$ cat config.mk
export PLATFORM = sky130hd
export DESIGN_NAME = prf_wb_arbiter
export DESIGN_NICKNAME = d
export VERILOG_FILES = /design/src/rtl/prf_wb_arbiter.sv
export SDC_FILE = /design/constraint.sdc
export NUM_CORES = 1
export LEC_CHECK = 0
export CORE_MARGIN = 5
export CORE_UTILIZATION = 54
export DETAILED_ROUTE_END_ITERATION = 10
export HOLD_SLACK_MARGIN = 0.15
export PLACE_DENSITY = 0.85
export SYNTH_ARGS = -nofsm -noshare
export SYNTH_HDL_FRONTEND = slang
export SYNTH_SLANG_ARGS = --single-unit
$ cat constraint.sdc
create_clock -name clock -period 7.45 [get_ports clock]
set_clock_uncertainty 0.15 [all_clocks]
set_input_delay 1.1175 -clock clock [delete_from_list [all_inputs] [get_ports clock]]
set_output_delay 1.1175 -clock clock [all_outputs]
set_load 0.02 [all_outputs]
$ cat src/rtl/prf_wb_arbiter.sv
// Writeback arbiter: N_REQ one-entry holding buffers share the single PRF write port.
// Round-robin grant per cycle; registered write/broadcast on wb_*.
module prf_wb_arbiter #(
   parameter int unsigned N_REQ  = 4,
   parameter int unsigned XLEN   = 32,
   parameter int unsigned PREG_W = 6
) (
   input  logic                      clock,
   input  logic                      reset,
   input  logic                      squash,
   input  logic [N_REQ-1:0]          req_valid,
   input  logic [N_REQ*PREG_W-1:0]   req_tag,
   input  logic [N_REQ*XLEN-1:0]     req_data,
   output logic [N_REQ-1:0]          req_ready,
   output logic                      wb_en,
   output logic [PREG_W-1:0]         wb_tag,
   output logic [XLEN-1:0]           wb_data,
   output logic [N_REQ-1:0]          wb_src
);

   localparam int unsigned PTR_W = (N_REQ > 1) ? $clog2(N_REQ) : 1;

   logic [N_REQ-1:0]  buf_v;
   logic [PREG_W-1:0] buf_tag  [N_REQ];
   logic [XLEN-1:0]   buf_data [N_REQ];
   logic [PTR_W-1:0]  rr_ptr;
   logic [PTR_W-1:0]  rr_next;
   logic [N_REQ-1:0]  grant;
   logic [PTR_W-1:0]  grant_idx;
   logic              grant_any;
   logic [N_REQ-1:0]  accept;

   // Rotating priority scan starting at rr_ptr; first full buffer wins.
   always_comb begin : arb
      logic [PTR_W:0] scan;
      grant     = '0;
      grant_idx = '0;
      grant_any = 1'b0;
      scan      = '0;
      for (int unsigned o = 0; o < N_REQ; o++) begin
         scan = {1'b0, rr_ptr} + (PTR_W+1)'(o);
         if (scan >= (PTR_W+1)'(N_REQ)) begin
            scan = scan - (PTR_W+1)'(N_REQ);
         end
         if (!grant_any && buf_v[PTR_W'(scan)]) begin
            grant_any                = 1'b1;
            grant_idx                = PTR_W'(scan);
            grant[PTR_W'(scan)]      = 1'b1;
         end
      end
   end

   assign rr_next   = (grant_idx == PTR_W'(N_REQ - 1)) ? '0 : grant_idx + PTR_W'(1);
   // A buffer being drained this cycle may be refilled in the same cycle.
   assign req_ready = (~buf_v | grant) & {N_REQ{~squash & ~reset}};
   assign accept    = req_valid & req_ready;

   always_ff @(posedge clock) begin
      if (reset) begin
         buf_v   <= '0;
         rr_ptr  <= '0;
         wb_en   <= 1'b0;
         wb_tag  <= '0;
         wb_data <= '0;
         wb_src  <= '0;
         for (int unsigned i = 0; i < N_REQ; i++) begin
            buf_tag[i]  <= '0;
            buf_data[i] <= '0;
         end
      end else if (squash) begin
         // Flush: drop buffers and this cycle's grant; keep rr_ptr and last tag/data.
         buf_v  <= '0;
         wb_en  <= 1'b0;
         wb_src <= '0;
      end else begin
         wb_en  <= grant_any;
         wb_src <= grant;
         if (grant_any) begin
            wb_tag  <= buf_tag[grant_idx];
            wb_data <= buf_data[grant_idx];
            rr_ptr  <= rr_next;
         end
         for (int unsigned i = 0; i < N_REQ; i++) begin
            // Tag 0 is the hardwired zero register: accepted but never buffered.
            if (accept[i] && (req_tag[i*PREG_W +: PREG_W] != '0)) begin
               buf_v[i]    <= 1'b1;
               buf_tag[i]  <= req_tag[i*PREG_W +: PREG_W];
               buf_data[i] <= req_data[i*XLEN +: XLEN];
            end else if (grant[i]) begin
               buf_v[i] <= 1'b0;
            end
         end
      end
   end

endmodule

==> results of run 1 <==
-- kinds of logic after synthesis --
family,share of synthesized area [%]
muxes,10.09
AOI/OAI and AO/OA,7.196
and+or+nand+nor,15.55
DFF,62.66
adders and majority gates,0.8483
xor gates and xnor gates,0.09899
buffers and inverters,3.549
-- flip-flops by register name, indices dropped and copies added (netlist names), named ones only --
signal and cells:
buf_data 128, wb_data 32, buf_tag 24, wb_tag 6, buf_v 4, wb_src 4, rr_ptr 1, wb_en 1
-- layout make-up --
class | instances | area [µm²] | area share, %
sequential | 201 | 5545 | 47.88
multi-input combinational | 406 | 3027 | 26.13
timing repair buffer | 211 | 2097 | 18.11
clock buffer | 32 | 606.8 | 5.239
tap | 216 | 270.3 | 2.333
clock inverter | 5 | 21.27 | 0.1836
inverter | 4 | 15.01 | 0.1296
-- power breakdown --
part           switching [W]  total [W]  internal (W)
sequential         0.0000488    0.00136       0.00131
clock               0.000400   0.000957      0.000558
combinational       0.000329   0.000623      0.000294
total               0.000778    0.00294       0.00216
-- through the flow --
stage / utilization [%] / instances / power [W]
5_1_grt: 72.39 / 1075 / 0.003046
4_1_cts: 72.39 / 1075 / 0.002948
3_5_place_dp: 68.46 / 1038 / 0.002002
6_report: 72.39 / 1075 / 0.002938
2_1_floorplan: - / 659 / 0.001761
3_3_place_gp: 68.46 / 1038 / 0.001979
-- cells in the final DEF (no fill, tap or decap), types with 2 or more instances in the layout --
master           count
clkdlybuf4s50_1    205
and2_1             152
edfxtp_1           152
mux2i_1             78
dfxtp_1             49
o221ai_1            38
nand2_1             32
clkbuf_16           21
nor2_1              17
nand3b_1            16
o21ai_0              8
clkbuf_1             7
or2_2                6
a21oi_1              6
ha_1                 6
buf_4                6
o31a_1               5
mux4_2               4
a221oi_1             4
or4_1                4
o31ai_1              4
a21o_2               4
clkbuf_8             4
inv_1                3
a21oi_2              3
clkinv_1             3
mux2_2               2
or3_1                2
clkinv_2             2
-- per-layer routing --
layer / vias up / global-route usage [%] / part of all wire (%) / wire, µm
met5: - / 0 / 0 / 0
met3: 45 / 3.828 / 6.6 / 1471
met2: 243 / 40.67 / 52 / 11420
met1: 2964 / 27.57 / 39 / 8709
met4: 0 / 6.812 / 2.4 / 521
li1: 2786 / - / - / -
-- critical path: stages, from the launching register on --
cell,delay [ns]
dfxtp_1,0.73
inv_2,0.20
ha_1,0.53
mux4_2,0.37
nor2b_4,0.16
a221oi_1,0.29
o31a_1,0.32
a21oi_1,0.12
clkdlybuf4s50_1,0.56
-- worst max path at each step --
stage / from / to
6_report: flop / req_ready[1]
5_1_grt: flop / req_ready[1]
4_1_cts: flop / req_ready[1]
3_5_place_dp: reset / req_ready[2]
3_3_place_gp: reset / req_ready[0]
2_1_floorplan: flop / req_ready[2]
==> impl_metrics.csv, run 1 <==
group,metric,value,unit
synthesis,synth_flop_cell,"edfxtp_1",
global_route,antenna_found_initial,0,
floorplan,fp-row-count,46,
layout,num_antenna_cells,0,
detailed_routing,wl_per_cell,20.58,µm
floorplan,die_w,138.0,µm
global_route,grt_pass1_wl,34560,µm
min_path,min_path_cells,2,
synthesis,synth_edf_count,152,
clocking,cts_sinks,201,
global_route,grt_usage,22.47,%
sta,fin_crit_sh,67.53,%
synthesis,syn-num-nets,824,
synthesis,avgSynthCellArea,13.43,µm²
run_status,status,"finished clean",
synthesis,netlist_area,8850,µm²
critical_path,crit_path_max_fanout,16,
detailed_routing,first_pass_iters,5,
power,peakVddDrop,0.2160,mV
detailed_routing,via_count,6038,
placed_design,gp_congestion,0.9087,
critical_path,arrival,3.76,ns
sta,relSlewSlack,27.86,%
sta,hold_viol_final,0,
global_route,grt_max_degree,40,
layout,drive_above_1_share,7.101,%
critical_path,reg2reg_depth,7,
layout,nFillCells,1085,
global_route,grt_overflow,0,
critical_path,required,6.18,ns
synthesis,synth_top_area_share,51.58,%
sta,rsz0062_at_grt,"no",
power,power_density,253.7,nW/µm²
min_path,min_to,"wb_data[7]",
critical_path,crit_type,"reg -> out",
sta,tightest_slew,1.082,ns
sta,min_period,5.031,ns
clocking,holdBufCountCts,0,
synthesis,yosysSeqAreaShare,62.66,%
detailed_routing,vias_per_cell,5.617,
clocking,cts_resized,0,
clocking,cts-root-buf,"clkbuf_16",
placed_design,io_buffer_count,205,
placed_design,placed_area,10950,µm²
clocking,cts_tree,"built",
floorplan,start_util,55.31,%
synthesis,ys_types,40,
sta,fin_ws,2.419,ns
synthesis,synth_common_cells,"and2_1 (152), edfxtp_1 (152), mux2i_1 (78)",
floorplan,ios,206,
synthesis,ys_async_sr_fraction,0,%
min_path,hp-start,"wb_data[7]",
layout,nNetsFinal,1010,
critical_path,r2r_setup_slack,3.51,ns
placed_design,place_worst_setup_slack,2.852,ns
floorplan,die_h,138.0,µm
placed_design,dp_hpwl,14580,µm
floorplan,dieArea,19050,µm²
min_path,hold_path.class,"reg -> reg",
job,max-cap-violations,0,
detailed_routing,route.final.wire_length,22120,µm
clocking,postCtsSetupBuffers,0,
sta,tns,0,ns
sta,timing.hold.ws,0.3170,ns
sta,drv_slew,0,
floorplan,core,16000,µm²
clocking,cts_buffers,21,
detailed_routing,drt_iter0_drc,532,
detailed_routing,drc_errors,0,
synthesis,yosys.area.top_type,"edfxtp_1",
global_route,grt_pass1_vias,6469,
clocking,clock_latency,0.49,ns
synthesis,syn_inst,659,
synthesis,synth.top_cells.by_area,"edfxtp_1 (52%), dfxtp_1 (11%), and2_1 (11%), mux2i_1 (8.8%), o221ai_1 (3.8%)",
power,total_leakage_power,4.191,nW
critical_path,end_kind,"output pin",
detailed_routing,ant_nets,0,
layout,finish.instance_area,11580,µm²
clocking,htreeDepth,1,
critical_path,r2r_end,"wb_data[27]",
clocking,clk_pin_slew,0.06,ns
sta,final-setup-viol-count,0,
layout,area_delta_synth_final,30.88,%
clocking,max-clock-path-buffers,3,
sta,max_freq,0.1988,GHz
synthesis,ys.warnings.count,0,
critical_path,critPathLaunchType,"flop",
synthesis,synth-seq-cells,201,
Power figures use the tool's default switching activity.
==> inputs of run 2 (changes only) <==
CORE_UTILIZATION = 45   (was 54)
PLACE_DENSITY = 0.76   (was 0.85)
clock period = 4.25 ns   (was 7.45 ns; I/O delays follow)
==> impl_metrics.csv, run 2 (same netlist as run 1, synthesis figures left out) <==
group,metric,value,unit
run_status,status,"finished clean",
critical_path,critPathLaunchType,"flop",
detailed_routing,route.final.wire_length,22880,µm
min_path,hold_path.class,"reg -> reg",
critical_path,crit_type,"reg -> out",
layout,largest_reg_flops,128,
sta,relSlewSlack,31.12,%
placed_design,io_buffer_count,205,
power,total_leakage_power,4.370,nW
layout,finish.instance_area,12030,µm²
placed_design,placed_cells,1094,
placed_design,gp_congestion,0.8688,
clocking,max-clock-path-buffers,3,
layout,drive_above_1_share,9.600,%
layout,reg_top3,"buf_data x128, wb_data x32, buf_tag x24",
sta,fin_ws,0.1619,ns
sta,min_period,4.088,ns
detailed_routing,drc_errors,0,
detailed_routing,wl_per_cell,20.07,µm
power,peakVddDrop,0.2656,mV
layout,regMostFlops,"buf_data",
power,finalPower,0.005635,W
detailed_routing,drt_iter0_drc,343,
sta,hold_viol_final,0,
critical_path,required,3.46,ns
sta,final-setup-viol-count,0,
critical_path,crit_path_max_fanout,9,
global_route,grt_usage,20.21,%
critical_path,max_stage_delay,0.64,ns
global_route,antenna_found_initial,0,
floorplan,die_h,150.2,µm
floorplan,start_util,45.62,%
clocking,htreeDepth,1,
critical_path,path_cells,"inv_1 -> ha_2 -> mux4_2 -> nor2b_4 -> a221oi_1 -> o31a_1 -> a21oi_1 -> clkdlybuf4s50_1",
global_route,grt_pass1_vias,6181,
layout,num_antenna_cells,0,
critical_path,cp_slowest_cell,"clkdlybuf4s50_1",
floorplan,fp-row-count,51,
detailed_routing,ant_nets,0,
floorplan,ios,206,
clocking,clock_latency,0.49,ns
layout,nNetsFinal,1024,
floorplan,dieArea,22570,µm²
detailed_routing,vias_per_cell,5.283,
placed_design,place_worst_setup_slack,0.6289,ns
placed_design,dp_hpwl,15670,µm
layout,final_cell_mix,"clkdlybuf4s50_1 (205), and2_1 (152), edfxtp_1 (152)",
sta,drv_slew,0,
detailed_routing,via_count,6023,
sta,fin_crit_sh,96.19,%
floorplan,die_w,150.2,µm
clocking,clk_pin_slew,0.06,ns
placed_design,placed_area,11170,µm²
clocking,cts-root-buf,"clkbuf_16",
critical_path,arrival,3.30,ns
floorplan,core,19400,µm²
layout,postLayoutCoreUtil,62.00,%
clocking,cts_buffers,22,
global_route,grt_max_degree,65,
sta,tightest_slew,1.031,ns
layout,mostFrequentLayoutCell,"clkdlybuf4s50_1",
detailed_routing,first_pass_iters,5,
critical_path,end_kind,"output pin",
layout,area_delta_synth_final,35.91,%
global_route,grt_pass1_wl,35020,µm
layout,nFillCells,1524,
sta,max_freq,0.2446,GHz
layout,stdcell_count,1140,
global_route,grt_overflow,0,
clocking,cts_tree,"built",
power,power_density,468.5,nW/µm²
clocking,cts_sinks,201,
job,max-cap-violations,0,
[run 2: where the power goes]
part	total, W	switching, W	internal, W	leakage (nW)
sequential	0.00237	0.0000765	0.00229	2.02
combinational	0.00118	0.000611	0.000566	1.96
clock	0.00209	0.000754	0.00134	0.396
[run 2: through the flow]
step	setup TNS (ns)	hold WS, ns
finish	0	0.3256
global route	-0.001679	0.3405
CTS	0	0.3157
detailed placement	0	0.3008
global placement	0	0.2932
floorplan	0	0.3582
[run 2: critical path: cells and delay by family, from the launching register on]
family                   cells  cell delay, ns
AND/OR/NAND/NOR              1            0.19
buffers and inverters        2            0.79
adder cells (fa/ha/maj)      1            0.46
flip-flops                   1            0.47
multiplexers                 1            0.23
AO/OA/AOI/OAI                3            0.66
[run 2: cell type report]
cell class,count,area (µm²),area share (%)
Multi-Input combinational cell,406,3052,25.37
Inverter,4,15.01,0.1248
Clock inverter,7,141.4,1.175
Timing Repair Buffer,224,2270,18.87
Clock buffer,33,673.1,5.597
Sequential cell,201,5545,46.10
Tap cell,265,331.6,2.757
[run 2: path summary, 6_finish.rpt]
kind,startpoint,end,slack [ns],cells past startpoint
worst min-delay path,wb_data[25],wb_data[25],0.33,2
worst max-delay path,rr_ptr[1],req_ready[1],0.16,8
worst min register to register,wb_data[25],wb_data[25],0.33,2
worst max register to register,rr_ptr[1],buf_data[3][23],0.82,9
[run 2: repair_timing]
item	CTS	global route
gates resized for setup	0	1
setup buffers	0	6
hold buffers	0	0
setup endpoints to repair	0	4
[run 2: layer usage]
metal	global-route usage [%]	vias to the layer above	wire [µm]
met5	0	-	0
met4	4.392	0	464
met3	3.763	37	1427
met2	35.71	214	11900
met1	26.01	2955	9090
li1	-	2817	-
==> inputs of run 3 (changes only) <==
ABC_CLOCK_PERIOD_IN_PS = 4250   (was unset)
GPL_TIMING_DRIVEN = 1   (was unset)
==> results of run 3 <==
No change in the layout: final DEF, timing and power equal those of run 2.
==> RTL change 1, RTL diff (config.mk and constraints of run 3) <==
The parameter `PREG_W` goes from 6 to 7.
--- a/src/rtl/prf_wb_arbiter.sv
+++ b/src/rtl/prf_wb_arbiter.sv
@@ -3,7 +3,7 @@
 module prf_wb_arbiter #(
    parameter int unsigned N_REQ  = 4,
    parameter int unsigned XLEN   = 32,
-   parameter int unsigned PREG_W = 6
+   parameter int unsigned PREG_W = 7
 ) (
    input  logic                      clock,
    input  logic                      reset,
Interface: changed (resized req_tag and wb_tag); port bits go from 206 to 211. No check against the original RTL was run, so the function may have changed too.
==> RTL change 1 against run 3 <==
- final area grew 8.1%
- die area grew 10%
- routed wire length grew 23%
- synthesized cell count grew 29%
- synthesized area grew 11%
- sequential cell count grew 5
- setup slack lost 10 ps
- critical path type unchanged
- total power shrank 0.88%
- highest routed layer unchanged
==> RTL change 1: results (changes against run 3) <==
The critical path endpoint is req_ready[0]. The CTS buffer count was 23 (+4.5%). In the final layout, the registers with the most flip-flops are buf_data: 128 flops, wb_data: 32 flops, buf_tag: 28 flops.

The met2 capacity usage during global routing came out at 37.1% (+1.4 points). The total track usage came to 21.8% (+1.6 points). The placed instance area came to 0.0122 mm² (+9.2%). The parity-gate share of the synthesized area counting xor and xnor cells came to 0.179% (+0.080 points). The via count normalized by instance count came out at 5.57 (+5.5%).

The gate count after technology mapping is 853 (+29%). The power share of the combinational group was 19.6% (-1.3 points). The pin count of the biggest net entering global routing came out at 40 (-38%). The worst-margin pin slew came to 1250 ps (+218 ps). The cell count after placement is 1302 (+19%).

The arrival time of data at the critical path endpoint is 3310 ps (about the same). The DRC marker count from the first detailed-route iteration is 544 (+59%). The final layout net count was 1217 (+19%). The area share of fa/ha/maj cells after synthesis came out at 0.766% (-0.083 points). The clock network power share is 37.2% (about the same).

The total of buffers placed on input and output ports is 210 (+2.4%). The worst setup timing slack at the placement stage is 584 ps (-44.4 ps). The endpoint identified for the worst register-to-register timing path is buf_data[3][28]. The total internal power is 4.10 mW (-2.3%). The worst ir drop on vdd is 0.210 mV (-21%). The final critical-path setup slack came to 152 ps (-10.1 ps). The highest fanout seen on the critical path came to 8 (-1).

The first-pass GRT wire length came out at 41.8 mm (+19%). The delay of the slowest cell on the worst path was 620 ps (-20 ps). The via count is 7490 (+24%). The detailed route wirelength on metal3 is 2.24 mm (+57%). The worst setup slack for register-to-register paths is 730 ps (-90 ps).

The static leakage is 4.71 nW (+7.7%). The total of fill cells in the finished design was 1733 (+14%). The sequential-to-total area share from yosys stat came to 58.0% (-4.7 points). The net count after synthesis is 1022 (+24%). The worst hold path terminates at wb_data[1]. The count of cells along the worst register-to-register path is 7 (-2). The mux share of post-synthesis cell area came out at 5.56% (-4.5 points). The flow ran to the end, and the final reports show no timing, DRC or antenna violations. Counting instances in the post-synthesis netlist gives the leading cell types as 160 x sky130_fd_sc_hd__and2_1, 156 x sky130_fd_sc_hd__edfxtp_1, 128 x sky130_fd_sc_hd__nand2_1.

The number of distinct library cell variants in the gate-level netlist after synthesis is 50 (+25%). The tightest hold margin came out at 312 ps (-13.6 ps). The HPWL after detailed placement is 18.4 mm (+18%). The number of synthesized flops with an enable pin came out at 156 (+2.6%). In the post-synthesis netlist, the biggest area contributors are sky130_fd_sc_hd__edfxtp_1 48%, sky130_fd_sc_hd__and2_1 10%, sky130_fd_sc_hd__dfxtp_1 10%. The final weighted congestion of routability-driven global placement is 0.809 (-6.9%).

The met3 layer usage reported by global route came out at 3.17% (-0.59 points).
[RTL change 1: cell types whose count changed after synthesis, sizes merged, moves of 4 or more]
cell / change
a22o: +41
and2: +8
nand2: +95
a221oi: -4
edfxtp: +4
mux2i: -37
and3: +41
nor3: +5
o31a: -5
nand3b: -15
buf: -10
clkbuf: +21
or2: -6
a21oi: +40
[RTL change 1: final cells by class]
| cell class | count | area (µm²) | share of cell area (%) |
|---|---|---|---|
| Clock buffer | 27 | 611 | 4.70 |
| Clock inverter | 14 | 185 | 1.42 |
| Inverter | 5 | 18.8 | 0.144 |
| Multi-Input combinational cell | 583 | 3880 | 29.8 |
| Sequential cell | 206 | 5690 | 43.7 |
| Tap cell | 280 | 350 | 2.69 |
| Timing Repair Buffer | 229 | 2270 | 17.5 |
[RTL change 1: what timing repair did]
item                                    CTS  global route
setup buffers                             0             1
resized for setup                         0             3
endpoints found under the setup margin    0             3
==> RTL change 2, RTL diff (flow settings as in run 3) <==
Made on the original files. Make the reset (`reset`) asynchronous in one clocked block.
--- a/src/rtl/prf_wb_arbiter.sv
+++ b/src/rtl/prf_wb_arbiter.sv
@@ -55,7 +55,7 @@
    assign req_ready = (~buf_v | grant) & {N_REQ{~squash & ~reset}};
    assign accept    = req_valid & req_ready;
 
-   always_ff @(posedge clock) begin
+   always_ff @(posedge clock or posedge reset) begin
       if (reset) begin
          buf_v   <= '0;
          rr_ptr  <= '0;
Check against the original RTL: differs if reset is asserted again (counterexample within 4 cycles, from zero or initial values and one cycle with reset high); with reset held inactive, the same outputs for 4 cycles.
==> RTL change 2 against run 3 <==
- register-to-register slack worse by 300 ps
- sequential cell count stayed put
- final area grew 3.8%
- setup slack got worse by 8.7 ps
- routed wire length increased by 5.1%
- global-route usage is 0.51 points lower
- synthesized area up 6.3%
- critical path type unchanged
- critical endpoint is now req_ready[0]
Power is not compared: it rests on default switching activity, and its combinational part moved more than twofold at a synthesized area within 25%.
==> RTL change 2: results (changes against run 3) <==
The flow ran to the end, and the final reports show no timing, DRC or antenna violations. The most used flip-flop cell after synthesis is sky130_fd_sc_hd__dfrtp_1. The gate count after technology mapping is 661 (+0.30%). The type of the tightest min-delay check is reg -> reg. The first-pass GRT wire length is 37.9 mm (+8.2%).

The proportion of layout cells with a drive suffix above 1 is 25.9% (+16 points). The sequential-to-total area share from yosys stat is 53.5% (-9.2 points). In this run the critical register-to-register path is captured at wb_data[5]. The final layout net count was 1025 (+0.098%). The via count normalized by instance count came out at 5.40 (+2.3%). The delay of the slowest cell on the worst path is 620 ps (-20 ps). The total wire length came out at 24.1 mm (+5.1%).

The tightest hold margin is 337 ps (+11.4 ps). The number of distinct library cell variants in the gate-level netlist after synthesis came out at 44 (+10%). The pin count of the biggest net entering global routing came to 61 (-6.2%). The number of search-and-repair iterations in the first detailed-routing pass is 4 (-1). The detailed route wirelength on metal3 came to 1.46 mm (+2.2%). The via count is 6187 (+2.7%). The net count after synthesis came out at 826 (+0.24%).

By area the synthesized netlist is led by sky130_fd_sc_hd__dfrtp_1 53%, sky130_fd_sc_hd__mux2_4 13%, sky130_fd_sc_hd__mux2_2 9.2%. The arrival time of data at the critical path endpoint was 3310 ps (about the same). The total of fill cells in the finished design was 1579 (+3.6%).

The antenna diode instance count is 0 (unchanged). The worst hold path terminates at wb_data[21]. The worst setup slack for register-to-register paths is 520 ps (-300 ps).

The via count of the first global-routing pass is 6596 (+6.7%). Counting instances in the post-synthesis netlist gives the leading cell types as 201 x sky130_fd_sc_hd__dfrtp_1, 82 x sky130_fd_sc_hd__mux2i_1, 80 x sky130_fd_sc_hd__mux2_4. The worst setup timing slack at the placement stage is 384 ps (-245 ps).

The final weighted congestion of routability-driven global placement is 0.858 (-1.2%). The fraction of synthesis flops using an asynchronous set or reset pin came out at 100% (+100 points). CTS placed an instance of sky130_fd_sc_hd__clkbuf_16 at the clock tree root. The met2 wirelength from detailed routing was 11.5 mm (-3.5%).

The routed length on met1 was 10.7 mm (+17%). In this run the most critical hold path is launched from wb_data[21]. The HPWL after detailed placement is 15.9 mm (+1.5%). The cell count after placement came to 1105 (+1.0%).

The total track usage is 19.7% (-0.51 points). The headroom to the max-slew limit came out at 33.7% (+2.6 points). The DRC marker count from the first detailed-route iteration came out at 276 (-20%).
==> RTL change 2: timing repair <==
item	4_1_cts	5_1_grt
hold buffers	0	0
endpoints found under the setup margin	2	4
gates resized for setup	1	3
gates cloned	0	1
setup buffers	0	0
==> RTL change 2: critical path: cells and delay by family (launching register included) <==
kind	cells	cell delay [ps]
AOI/OAI and AO/OA	3	460
adders and majority gates	1	350
and+or+nand+nor	1	370
muxes	1	580
buffers and inverters	2	720
DFF	1	340
==> RTL change 2: worst max path at each step <==
stage                         start           end  slack, ps  cells after the start
after floorplan           flip-flop  req_ready[0]        530                     10
after global placement    flip-flop     wb_tag[4]        490                      9
after detailed placement  flip-flop    wb_data[5]        380                      9
after CTS                 flip-flop  req_ready[3]          6                      8
after global routing      flip-flop  req_ready[0]         -5                      8
final                     flip-flop  req_ready[0]        150                      8
==> RTL change 2: cell families after synthesis <==
group | count (synthesis) | share of synthesized area, %
XOR/XNOR | 2 | 0.186
buffers and inverters | 55 | 3.91
adder cells (fa/ha/maj) | 6 | 0.798
flip-flops | 201 | 53.5
multiplexers | 242 | 31.4
AND/OR/NAND/NOR | 89 | 4.39
AO/OA/AOI/OAI | 66 | 5.83
==> RTL change 2: area by class of cell <==
class	instances	area [µm²]	area share [%]
sequential	201	5030	40.3
tap	270	338	2.71
multi-input combinational	406	4100	32.9
clock inverter	8	100	0.802
inverter	9	37.5	0.301
timing repair buffer	220	2230	17.9
clock buffer	31	646	5.17
==> RTL change 2: report_power, final <==
part / internal, mW / total [mW] / switching (mW) / leakage (nW)
combinational: 1.78 / 3.34 / 1.56 / 2.83
clock: 1.18 / 1.95 / 0.765 / 0.366
sequential: 2.60 / 3.01 / 0.410 / 2.42
total: 5.56 / 8.30 / 2.74 / 5.62
==> RTL change 2: per-stage QoR <==
step | cell area (µm²) | total power [mW]
after floorplan | 9410 | 5.28
after global routing | 12500 | 8.77
after detailed placement | 11700 | 6.34
final | 12500 | 8.30
after global placement | 11700 | 6.25
after CTS | 12400 | 8.32
==> RTL change 2: routing by layer <==
metal	vias to the layer above	global-route usage [%]
met5	-	0
met4	0	4.08
met3	32	4.22
met2	180	32.5
met1	3163	27.1
li1	2812	-
